==> src/rtl/uart_param_core.sv <==
`default_nettype none
`timescale 1ns/1ps
// ============================================================================
//  Module      : uart_param_core
//  Description : Parametrised full-duplex UART. Baud divider, payload width,
//                parity mode and stop-bit count are set by parameters.
//                RX rejects start-bit glitches, flags framing/parity errors
//                and parks in BREAK while the line is held low. TX accepts
//                a byte per valid/ready handshake.
//  Ports       : sys_clk       - system clock (rising edge)
//                rst_n         - asynchronous active-low reset
//                rx / tx       - serial in (async) / serial out (idles high)
//                tx_data       - byte to send, bits [DATA_BITS-1:0] used
//                tx_valid      - transmit request
//                tx_ready      - transmitter idle, can accept a byte
//                rx_data       - received payload, upper bits zero
//                rx_valid      - one-cycle pulse, rx_data and flags updated
//                rx_frame_err  - first stop bit sampled low
//                rx_parity_err - parity mismatch (0 when parity disabled)
//                busy_flag     - TX or RX FSM not idle
//  Revision    : 1.0 - initial release
// ============================================================================
module uart_param_core #(
    parameter int CLK_FREQ  = 50_000_000,
    parameter int BAUD      = 9600,
    parameter int DATA_BITS = 8,
    parameter int PARITY    = 0,
    parameter int STOP_BITS = 1
) (
    input  logic       sys_clk,
    input  logic       rst_n,
    input  logic       rx,
    output logic       tx,
    input  logic [7:0] tx_data,
    input  logic       tx_valid,
    output logic       tx_ready,
    output logic [7:0] rx_data,
    output logic       rx_valid,
    output logic       rx_frame_err,
    output logic       rx_parity_err,
    output logic       busy_flag
);

    localparam int                 c_BAUD_DIV  = CLK_FREQ / BAUD;
    localparam int                 c_CNT_W     = $clog2(c_BAUD_DIV) + 1;
    localparam logic [c_CNT_W-1:0] c_DIV_MAX   = c_CNT_W'(c_BAUD_DIV - 1);
    localparam logic [c_CNT_W-1:0] c_HALF_MAX  = c_CNT_W'(c_BAUD_DIV / 2 - 1);
    localparam logic [c_CNT_W-1:0] c_CNT_ONE   = c_CNT_W'(1);
    localparam logic [2:0]         c_DATA_LAST = 3'(DATA_BITS - 1);
    localparam logic [2:0]         c_STOP_LAST = 3'(STOP_BITS - 1);
    localparam logic               c_PAR_EN    = (PARITY != 0);
    localparam logic               c_PAR_ODD   = (PARITY == 1);

    typedef enum logic [2:0] {
        TX_IDLE   = 3'd0,
        TX_START  = 3'd1,
        TX_DATA   = 3'd2,
        TX_PARITY = 3'd3,
        TX_STOP   = 3'd4
    } tx_state_t;

    typedef enum logic [2:0] {
        RX_IDLE   = 3'd0,
        RX_START  = 3'd1,
        RX_DATA   = 3'd2,
        RX_PARITY = 3'd3,
        RX_STOP   = 3'd4,
        RX_BREAK  = 3'd5
    } rx_state_t;

    // ------------------------------------------------------------------
    // rx synchroniser; idles high so reset does not look like a start bit
    // ------------------------------------------------------------------
    logic r_rx_meta;
    logic r_rx_s;

    always_ff @(posedge sys_clk or negedge rst_n) begin
        if (!rst_n) begin
            r_rx_meta <= 1'b1;
            r_rx_s    <= 1'b1;
        end else begin
            r_rx_meta <= rx;
            r_rx_s    <= r_rx_meta;
        end
    end

    // ------------------------------------------------------------------
    // Transmitter
    // ------------------------------------------------------------------
    tx_state_t              r_tx_state, w_tx_state_nxt;
    logic [c_CNT_W-1:0]     r_tx_cnt,   w_tx_cnt_nxt;
    logic [2:0]             r_tx_bit,   w_tx_bit_nxt;
    logic [DATA_BITS-1:0]   r_tx_shift, w_tx_shift_nxt;
    logic                   r_tx_par,   w_tx_par_nxt;
    logic                   r_tx_line,  w_tx_line_nxt;
    logic                   w_tx_tick;
    logic [DATA_BITS-1:0]   w_tx_payload;
    logic                   w_unused_tx_data;

    assign w_tx_tick        = (r_tx_cnt == c_DIV_MAX);
    assign w_tx_payload     = tx_data[DATA_BITS-1:0];
    assign w_unused_tx_data = ^tx_data;

    // tx is registered, so the line changes on the edge that leaves each bit
    always_comb begin
        w_tx_state_nxt = r_tx_state;
        w_tx_cnt_nxt   = w_tx_tick ? '0 : r_tx_cnt + c_CNT_ONE;
        w_tx_bit_nxt   = r_tx_bit;
        w_tx_shift_nxt = r_tx_shift;
        w_tx_par_nxt   = r_tx_par;
        w_tx_line_nxt  = r_tx_line;
        case (r_tx_state)
            TX_IDLE: begin
                w_tx_cnt_nxt  = '0;
                w_tx_bit_nxt  = '0;
                w_tx_line_nxt = 1'b1;
                if (tx_valid) begin
                    w_tx_state_nxt = TX_START;
                    w_tx_shift_nxt = w_tx_payload;
                    w_tx_par_nxt   = c_PAR_ODD ? ~^w_tx_payload : ^w_tx_payload;
                    w_tx_line_nxt  = 1'b0;
                end
            end
            TX_START: begin
                if (w_tx_tick) begin
                    w_tx_state_nxt = TX_DATA;
                    w_tx_line_nxt  = r_tx_shift[0];
                end
            end
            TX_DATA: begin
                if (w_tx_tick) begin
                    if (r_tx_bit == c_DATA_LAST) begin
                        w_tx_bit_nxt = '0;
                        if (c_PAR_EN) begin
                            w_tx_state_nxt = TX_PARITY;
                            w_tx_line_nxt  = r_tx_par;
                        end else begin
                            w_tx_state_nxt = TX_STOP;
                            w_tx_line_nxt  = 1'b1;
                        end
                    end else begin
                        w_tx_bit_nxt   = r_tx_bit + 3'd1;
                        w_tx_shift_nxt = r_tx_shift >> 1;
                        w_tx_line_nxt  = r_tx_shift[1];
                    end
                end
            end
            TX_PARITY: begin
                if (w_tx_tick) begin
                    w_tx_state_nxt = TX_STOP;
                    w_tx_line_nxt  = 1'b1;
                end
            end
            TX_STOP: begin
                if (w_tx_tick) begin
                    if (r_tx_bit == c_STOP_LAST) begin
                        w_tx_state_nxt = TX_IDLE;
                        w_tx_bit_nxt   = '0;
                    end else begin
                        w_tx_bit_nxt = r_tx_bit + 3'd1;
                    end
                end
            end
            default: begin
                w_tx_state_nxt = TX_IDLE;
                w_tx_line_nxt  = 1'b1;
            end
        endcase
    end

    always_ff @(posedge sys_clk or negedge rst_n) begin
        if (!rst_n) begin
            r_tx_state <= TX_IDLE;
            r_tx_cnt   <= '0;
            r_tx_bit   <= '0;
            r_tx_shift <= '0;
            r_tx_par   <= 1'b0;
            r_tx_line  <= 1'b1;
        end else begin
            r_tx_state <= w_tx_state_nxt;
            r_tx_cnt   <= w_tx_cnt_nxt;
            r_tx_bit   <= w_tx_bit_nxt;
            r_tx_shift <= w_tx_shift_nxt;
            r_tx_par   <= w_tx_par_nxt;
            r_tx_line  <= w_tx_line_nxt;
        end
    end

    assign tx       = r_tx_line;
    assign tx_ready = (r_tx_state == TX_IDLE);

    // ------------------------------------------------------------------
    // Receiver
    // ------------------------------------------------------------------
    rx_state_t              r_rx_state, w_rx_state_nxt;
    logic [c_CNT_W-1:0]     r_rx_cnt,   w_rx_cnt_nxt;
    logic [2:0]             r_rx_bit,   w_rx_bit_nxt;
    logic [DATA_BITS-1:0]   r_rx_shift, w_rx_shift_nxt;
    logic                   r_rx_acc,   w_rx_acc_nxt;
    logic                   r_rx_perr,  w_rx_perr_nxt;
    logic [7:0]             r_rx_data,  w_rx_data_nxt;
    logic                   r_rx_valid, w_rx_valid_nxt;
    logic                   r_rx_ferr,  w_rx_ferr_nxt;
    logic                   r_rx_pout,  w_rx_pout_nxt;
    logic                   w_rx_tick;

    assign w_rx_tick = (r_rx_cnt == c_DIV_MAX);

    // The START half-bit wait centres every later sample in its bit cell.
    // Outputs are loaded on the stop-sample edge, giving the one-cycle lag.
    always_comb begin
        w_rx_state_nxt = r_rx_state;
        w_rx_cnt_nxt   = w_rx_tick ? '0 : r_rx_cnt + c_CNT_ONE;
        w_rx_bit_nxt   = r_rx_bit;
        w_rx_shift_nxt = r_rx_shift;
        w_rx_acc_nxt   = r_rx_acc;
        w_rx_perr_nxt  = r_rx_perr;
        w_rx_data_nxt  = r_rx_data;
        w_rx_valid_nxt = 1'b0;
        w_rx_ferr_nxt  = r_rx_ferr;
        w_rx_pout_nxt  = r_rx_pout;
        case (r_rx_state)
            RX_IDLE: begin
                w_rx_cnt_nxt  = '0;
                w_rx_bit_nxt  = '0;
                w_rx_acc_nxt  = 1'b0;
                w_rx_perr_nxt = 1'b0;
                if (!r_rx_s) begin
                    w_rx_state_nxt = RX_START;
                end
            end
            RX_START: begin
                if (r_rx_cnt == c_HALF_MAX) begin
                    w_rx_cnt_nxt   = '0;
                    w_rx_state_nxt = r_rx_s ? RX_IDLE : RX_DATA;
                end else begin
                    w_rx_cnt_nxt = r_rx_cnt + c_CNT_ONE;
                end
            end
            RX_DATA: begin
                if (w_rx_tick) begin
                    w_rx_shift_nxt = {r_rx_s, r_rx_shift[DATA_BITS-1:1]};
                    w_rx_acc_nxt   = r_rx_acc ^ r_rx_s;
                    if (r_rx_bit == c_DATA_LAST) begin
                        w_rx_bit_nxt   = '0;
                        w_rx_state_nxt = c_PAR_EN ? RX_PARITY : RX_STOP;
                    end else begin
                        w_rx_bit_nxt = r_rx_bit + 3'd1;
                    end
                end
            end
            RX_PARITY: begin
                if (w_rx_tick) begin
                    w_rx_perr_nxt  = ((r_rx_acc ^ r_rx_s) != c_PAR_ODD);
                    w_rx_state_nxt = RX_STOP;
                end
            end
            RX_STOP: begin
                if (w_rx_tick) begin
                    w_rx_valid_nxt = 1'b1;
                    w_rx_data_nxt  = 8'(r_rx_shift);
                    w_rx_ferr_nxt  = ~r_rx_s;
                    w_rx_pout_nxt  = r_rx_perr;
                    // A low stop bit means a held-low line: wait for release
                    w_rx_state_nxt = r_rx_s ? RX_IDLE : RX_BREAK;
                end
            end
            RX_BREAK: begin
                w_rx_cnt_nxt = '0;
                if (r_rx_s) begin
                    w_rx_state_nxt = RX_IDLE;
                end
            end
            default: begin
                w_rx_state_nxt = RX_IDLE;
            end
        endcase
    end

    always_ff @(posedge sys_clk or negedge rst_n) begin
        if (!rst_n) begin
            r_rx_state <= RX_IDLE;
            r_rx_cnt   <= '0;
            r_rx_bit   <= '0;
            r_rx_shift <= '0;
            r_rx_acc   <= 1'b0;
            r_rx_perr  <= 1'b0;
            r_rx_data  <= '0;
            r_rx_valid <= 1'b0;
            r_rx_ferr  <= 1'b0;
            r_rx_pout  <= 1'b0;
        end else begin
            r_rx_state <= w_rx_state_nxt;
            r_rx_cnt   <= w_rx_cnt_nxt;
            r_rx_bit   <= w_rx_bit_nxt;
            r_rx_shift <= w_rx_shift_nxt;
            r_rx_acc   <= w_rx_acc_nxt;
            r_rx_perr  <= w_rx_perr_nxt;
            r_rx_data  <= w_rx_data_nxt;
            r_rx_valid <= w_rx_valid_nxt;
            r_rx_ferr  <= w_rx_ferr_nxt;
            r_rx_pout  <= w_rx_pout_nxt;
        end
    end

    assign rx_data       = r_rx_data;
    assign rx_valid      = r_rx_valid;
    assign rx_frame_err  = r_rx_ferr;
    assign rx_parity_err = r_rx_pout;
    assign busy_flag     = (r_tx_state != TX_IDLE) || (r_rx_state != RX_IDLE);

endmodule
`default_nettype wire

==> config.mk <==
export PLATFORM = sky130hd
export DESIGN_NAME = uart_param_core
export DESIGN_NICKNAME = d
export VERILOG_FILES = /design/src/rtl/uart_param_core.sv
export SDC_FILE = /design/constraint.sdc
export NUM_CORES = 1
export LEC_CHECK = 0
export CORE_ASPECT_RATIO = 0.5
export CORE_UTILIZATION = 40
export CTS_CLUSTER_DIAMETER = 30
export DETAILED_ROUTE_END_ITERATION = 8
export HOLD_SLACK_MARGIN = 0.06
export PLACE_DENSITY = 0.55
export SLEW_MARGIN = 15
export SYNTH_ARGS = -nofsm -noshare
export SYNTH_HDL_FRONTEND = slang
export SYNTH_SLANG_ARGS = --single-unit
==> constraint.sdc <==
create_clock -name sys_clk -period 2.8 [get_ports sys_clk]
set_input_delay 0.42 -clock sys_clk [delete_from_list [all_inputs] [get_ports sys_clk]]
set_output_delay 0.42 -clock sys_clk [all_outputs]
set_load 0.01 [all_outputs]
==> results by group, run 1 <==
Clock network
  • Clock root cell: clkbuf_16
  • CTS tree: yes
  • # hold bufs at CTS: 0
  • Later-pin clock latency in the skew report: 0.33 ns
  • Post-CTS resize count: 0
  • Clock Pin Slew Worst Setup and Hold Paths: 0.06 ns
  • Clock buffer depth: 2
  • Cts bufs inserted: 9
  • Post-CTS setup buffer count: 0
  • H-tree levels: 3
  • Clk sinks: 72

Synth
  • Post-synthesis cell type count: 53
  • FFs w/ async S/R, synth: 1.00
  • Sequential fraction of the synthesis area: 0.505
  • Mapped Nets: 361
  • Synth Cell Area: 0.00357 mm²
  • Main synth FF type: dfrtp_1
  • Post-synth top area share: 0.483
  • Post-synth EDFFs: 0
  • Register bit total from synthesis: 72
  • Synth area leader: dfrtp_1
  • Area contributors post-synth: dfrtp_1 48%, mux2_2 5.0%, nand2_1 4.6%
  • Syn Inst Count: 342
  • Yosys Warn Count: 0
  • Syn Area/Cell: 10.4 µm²

Power and ir drop
  • Psw: 0.579 mW
  • Pwr dens: 623 mW/mm²
  • Gate power share: 0.082
  • VDD IR-drop max: 0.409 mV
  • Reg power frac: 0.450
  • Lkg Pwr: 2.01 nW
  • Sw frac: 0.218
  • Overall power: 2.66 mW
  • Internal Power: 2.08 mW
  • Clock power share: 0.468

Finish
  • P&R area growth vs syn: 19.4%
  • Layout net count: 388
  • Finished Layout Cells: 486
  • Number of antenna diodes: 0
  • Share of post-route cells with drive strength above 1: 0.155
  • Utilization after layout: 0.513

Global route
  • Vias in the first global route: 2486
  • Initial antenna violation count: 0
  • Global-route usage over all layers: 0.166
  • First-pass GRT wire length: 11800 µm
  • Largest net degree at the start of global routing: 73
  • GR Overflow Total: 0

STA
  • Final setup TNS: 0 ns
  • Final-report setup violation count: 0
  • Slew Viols, Final: 0
  • Final Hold Viols: 0
  • Crit path time final: 2.56 ns
  • Fmax: 0.390 GHz
  • Worst Tran Pin Value: 0.581 ns
  • RSZ-0062 raised after global routing: false
  • Period utilisation layout: 0.915
  • Max transition margin: 0.610
  • Worst clock skew: 0.00709 ns

Detailed routing
  • 1st-pass router iterations: 4
  • Total Wirelength: 6640 µm
  • Wire per inst: 13.7 µm
  • Antenna viol nets, final: 0
  • Via count: 2458
  • Initial DRC count: 101
  • Routed vias/inst: 5.06
  • DR DRC count: 0

Run
  • Max cap viols: 0

Placed design
  • DP HPWL: 4660 µm
  • Cells after DPL: 470
  • Port bufs: 25
  • GP Congestion: 0.761

Critical path
  • CP peak stage delay: 0.52 ns
  • Crit-path cells: nor2_1 -> nand2_1 -> or3_1 -> clkdlybuf4s50_1
  • Crit path kind: reg2out
  • CP arrival: 2.14 ns
  • Worst Setup SP: r_tx_state[0]
  • Worst r2r src: r_rx_cnt[0]
  • Crit-path slowest cell: dfrtp_1
  • Max Fanout on Critical Path: 15
  • Worst reg-to-reg path cell count: 5
  • Worst Setup End Kind: output pin
  • WP data required: 2.38 ns
  • CP Launch Type: flop

Die
  • # IOs: 26
  • Total core area: 0.00832 mm²
  • Vert. Die Dim: 68.8 µm
  • Die area: 0.00934 mm²
  • Starting Density: 0.430
  • # rows: 23
  • Die width: 136 µm

Run status
  • Status: completed

Worst hold path
  • HP Class: in2async
-- area by class of cell --
class,count,area (µm²)
Fill cell,724,4050
Sequential cell,72,1810
Multi-Input combinational cell,247,1670
Timing Repair Buffer,28,280
Clock buffer,11,253
Tap cell,112,140
Clock inverter,5,78.8
Inverter,11,41.3
-- power by group through the flow --
| stage | sequential, mW | combinational, mW | clock (mW) |
|---|---|---|---|
| detailed placement | 1.21 | 0.222 | 0 |
| CTS | 1.20 | 0.223 | 1.28 |
| global route | 1.21 | 0.246 | 1.33 |
| finish | 1.20 | 0.217 | 1.24 |
| global placement | 1.21 | 0.219 | 0 |
| floorplan | 1.20 | 0.144 | 0 |
-- sequential cells by signal (all words and copies together), names as in the netlist --
register	count
r_rx_cnt	14
r_tx_cnt	14
r_rx_shift	8
r_tx_shift	8
rx_data	8
r_rx_bit	3
r_rx_state	3
r_tx_bit	3
r_tx_state	3
r_rx_acc	1
r_rx_meta	1
r_rx_perr	1
r_rx_s	1
rx_frame_err	1
rx_parity_err	1
rx_valid	1
tx	1
-- cells by family after synthesis --
logic type      synth area share
simple gates               0.219
flops                      0.505
compound gates            0.0725
xor+xnor                  0.0613
mux                       0.0868
buf+inv                   0.0277
fa+ha+maj                 0.0273
-- cell usage after synthesis, types with 2 or more instances --
| cell type | instances |
|---|---|
| xnor2_1 | 10 |
| buf_2 | 4 |
| dfstp_2 | 3 |
| nand2b_1 | 4 |
| nor3_1 | 3 |
| nand4_1 | 6 |
| clkbuf_1 | 7 |
| nor4bb_1 | 3 |
| or4_1 | 2 |
| or2_2 | 2 |
| a21oi_1 | 3 |
| nand3_1 | 10 |
| and4_2 | 2 |
| xor2_1 | 15 |
| ha_1 | 7 |
| mux2_4 | 8 |
| dfrtp_1 | 69 |
| o22ai_1 | 2 |
| o21ai_0 | 15 |
| a22o_1 | 4 |
| inv_1 | 11 |
| or3_1 | 3 |
| and3_1 | 9 |
| nand2_1 | 44 |
| nor2_1 | 44 |
| nor2b_1 | 5 |
| and2_1 | 2 |
| o211ai_1 | 2 |
| and3b_1 | 2 |
| a22o_2 | 3 |
| mux2_2 | 16 |
-- worst max-delay path, delay by kind of cell (launching register included) --
family	cells	cell delay (ns)
and+or+nand+nor	3	0.82
DFF	1	0.52
buffers and inverters	1	0.48
-- cells in the final DEF, fill, tap and decap left out, types with 2 or more instances in the layout --
| master | synthesis | layout |
|---|---|---|
| a21oi_1 | 3 | 3 |
| dfrtp_1 | 69 | 69 |
| bufinv_16 | 0 | 2 |
| mux2_4 | 8 | 8 |
| ha_1 | 7 | 7 |
| o211ai_1 | 2 | 2 |
| nand2b_1 | 4 | 4 |
| or3_1 | 3 | 3 |
| nand3_1 | 10 | 10 |
| clkbuf_16 | 0 | 9 |
| buf_4 | 0 | 2 |
| xnor2_1 | 10 | 10 |
| and3_1 | 9 | 9 |
| and4_2 | 2 | 2 |
| mux2_2 | 16 | 16 |
| clkdlybuf4s50_1 | 0 | 24 |
| nor2_1 | 44 | 44 |
| and2_1 | 2 | 2 |
| a22o_2 | 3 | 3 |
| and3b_1 | 2 | 2 |
| clkbuf_8 | 0 | 2 |
| or2_2 | 2 | 2 |
| a22o_1 | 4 | 4 |
| o21ai_0 | 15 | 15 |
| nand4_1 | 6 | 6 |
| nor3_1 | 3 | 3 |
| xor2_1 | 15 | 15 |
| or4_1 | 2 | 2 |
| nor2b_1 | 5 | 5 |
| inv_1 | 11 | 11 |
| nor4bb_1 | 3 | 3 |
| o22ai_1 | 2 | 2 |
| nand2_1 | 44 | 44 |
| dfstp_2 | 3 | 3 |
| clkinv_2 | 0 | 2 |
-- stage by stage --
| step | hold slack (ns) | instance area [µm²] | setup slack, ns |
|---|---|---|---|
| after floorplan | 0.124 | 3570 | 0.820 |
| after global placement | 0.348 | 3940 | 0.571 |
| after detailed placement | 0.347 | 3940 | 0.502 |
| after CTS | 0.126 | 4270 | 0.216 |
| after global routing | 0.130 | 4270 | 0.128 |
| final | 0.111 | 4270 | 0.238 |
-- routing by layer --
| layer | global-route usage | part of all wire |
|---|---|---|
| met1 | 0.204 | 0.49 |
| met2 | 0.285 | 0.47 |
| met3 | 0.0504 | 0.028 |
| met4 | 0.0548 | 0.0072 |
| met5 | 0 | 0 |
-- path summary, 6_finish.rpt --
kind,endpoint,slack [ns]
setup / recovery,busy_flag,0.24
hold / removal,r_rx_cnt[9],0.11
setup reg to reg,r_rx_shift[6],0.51
hold reg to reg,r_rx_s,0.36
max in group asynchronous,tx,2.35
min in group sys_clk,r_rx_s,0.36
No activity file was read; power rests on OpenSTA's default activity.
==> run 2, diff against run 1 <==
--- a/config.mk
+++ b/config.mk
@@ -6,11 +6,13 @@
 export NUM_CORES = 1
 export LEC_CHECK = 0
 export CORE_ASPECT_RATIO = 0.5
+export CORE_MARGIN = 5
 export CORE_UTILIZATION = 40
 export CTS_CLUSTER_DIAMETER = 30
 export DETAILED_ROUTE_END_ITERATION = 8
 export HOLD_SLACK_MARGIN = 0.06
 export PLACE_DENSITY = 0.55
+export REMOVE_ABC_BUFFERS = 1
 export SLEW_MARGIN = 15
 export SYNTH_ARGS = -nofsm -noshare
 export SYNTH_HDL_FRONTEND = slang
==> results by group, run 2 (synthesis results as in run 1) <==
Run status
  • Status: completed

Critical path
  • Max Fanout on Critical Path: 15
  • Crit path kind: reg2out
  • CP arrival: 2.15 ns
  • Worst Setup End Kind: output pin
  • WP data required: 2.38 ns
  • CP Launch Type: flop

Die
  • Vert. Die Dim: 76.8 µm
  • Starting Density: 0.410
  • # IOs: 26
  • # rows: 24
  • Total core area: 0.00871 mm²
  • Die area: 0.0110 mm²
  • Die width: 144 µm

Global route
  • Vias in the first global route: 2640
  • Global-route usage over all layers: 0.141
  • Initial antenna violation count: 0
  • Largest net degree at the start of global routing: 47
  • GR Overflow Total: 0
  • First-pass GRT wire length: 12600 µm

Detailed routing
  • Initial DRC count: 170
  • Antenna viol nets, final: 0
  • DR DRC count: 0
  • Wire per inst: 14.4 µm
  • Routed vias/inst: 5.09
  • Via count: 2500
  • Total Wirelength: 7070 µm
  • 1st-pass router iterations: 4

Placed design
  • DP HPWL: 4900 µm
  • Port bufs: 25
  • Cell Area, Placed: 0.00394 mm²
  • GP Congestion: 0.822

Run
  • Max cap viols: 0

Clock network
  • Post-CTS setup buffer count: 0
  • # hold bufs at CTS: 0
  • Clk sinks: 72
  • Clock Pin Slew Worst Setup and Hold Paths: 0.06 ns
  • Later-pin clock latency in the skew report: 0.33 ns
  • Clock root cell: clkbuf_16
  • CTS tree: yes
  • Cts bufs inserted: 9
  • H-tree levels: 3
  • Clock buffer depth: 2

STA
  • Worst Tran Pin Value: 0.641 ns
  • Max transition margin: 0.571
  • Worst clock skew: 0.00722 ns
  • Final setup TNS: 0 ns
  • Crit path time final: 2.57 ns
  • Slew Viols, Final: 0
  • Period utilisation layout: 0.918
  • RSZ-0062 raised after global routing: false
  • Final Hold Viols: 0
  • Fmax: 0.389 GHz
  • Final-report setup violation count: 0

Worst hold path
  • HP Class: in2async

Power and ir drop
  • Psw: 0.625 mW
  • Reg power frac: 0.446
  • VDD IR-drop max: 0.302 mV
  • Clock power share: 0.471
  • Pwr dens: 628 mW/mm²
  • Internal Power: 2.06 mW
  • Lkg Pwr: 2.00 nW
  • Gate power share: 0.083
  • Sw frac: 0.233

Finish
  • P&R area growth vs syn: 19.7%
  • Commonest non-fill, non-tap cell in the layout: dfrtp_1
  • Utilization after layout: 0.491
  • Final instance area: 0.00428 mm²
  • Layout net count: 388
  • Filler Cells Inserted: 801
  • Sequential Area: 0.00181 mm²
  • Multi-input gate area: 0.00167 mm²
  • Most frequent cells in the layout: 69 x dfrtp_1, 44 x nand2_1, 43 x nor2_1
  • Number of antenna diodes: 0
  • Top Registers: r_rx_cnt x14, r_tx_cnt x14
  • Share of post-route cells with drive strength above 1: 0.158
## run 2: metal layers
metal  GRT usage  wire, µm  part of all wire  vias up
li1            -         -                 -     1239
met1       0.183      3290              0.47     1232
met2       0.220      3460              0.49       18
met3      0.0497       202             0.029       11
met4      0.0479       113             0.016        0
met5           0         0                 0        -
## run 2: layout make-up
class,instances,share of cell area
clock buffer,10,0.0559
clock inverter,6,0.0217
inverter,11,0.00965
multi-input combinational,247,0.391
sequential,72,0.422
tap,117,0.0342
timing repair buffer,28,0.0655
## run 2: what timing repair did
| action | in CTS | in global routing |
|---|---|---|
| endpoints found under the setup margin | 0 | 1 |
| resized for setup | 0 | 1 |
| hold endpoints to repair | 0 | 0 |
## run 2: path summary, 6_finish.rpt
| kind | cells after the start | to | slack [ns] | start |
|---|---|---|---|---|
| max | 4 | busy_flag | 0.23 | r_tx_state[0] |
| min | 1 | rx_data[7] | 0.10 | rst_n |
| max reg2reg | 6 | r_tx_shift[3] | 0.50 | r_tx_cnt[0] |
| min reg2reg | 0 | r_rx_s | 0.35 | r_rx_meta |
| max in group asynchronous | 2 | tx | 1.98 | rst_n |
| min in group sys_clk | 0 | r_rx_s | 0.35 | r_rx_meta |
## run 2: worst max-delay path, cell delays in order (launching register included)
cell and delay [ns]:
dfrtp_1 0.54, nor2_2 0.21, nand2_1 0.20, or3_1 0.39, clkdlybuf4s50_1 0.48
## run 2: power groups by stage
stage | clock [mW] | sequential [mW] | combinational [mW]
4_1_cts | 1.29 | 1.20 | 0.226
6_report | 1.26 | 1.20 | 0.222
2_1_floorplan | 0 | 1.20 | 0.140
3_5_place_dp | 0 | 1.22 | 0.224
5_1_grt | 1.33 | 1.21 | 0.257
3_3_place_gp | 0 | 1.21 | 0.219
## run 2: per-stage QoR
| step | worst slack (ns) | instances | total power [mW] | hold slack, ns |
|---|---|---|---|---|
| CTS | 0.176 | 491 | 2.72 | 0.122 |
| detailed placement | 0.512 | 475 | 1.44 | 0.353 |
| floorplan | 0.707 | 330 | 1.34 | 0.124 |
| global placement | 0.564 | 475 | 1.43 | 0.349 |
| global route | 0.0226 | 491 | 2.80 | 0.165 |
| finish | 0.230 | 491 | 2.68 | 0.104 |
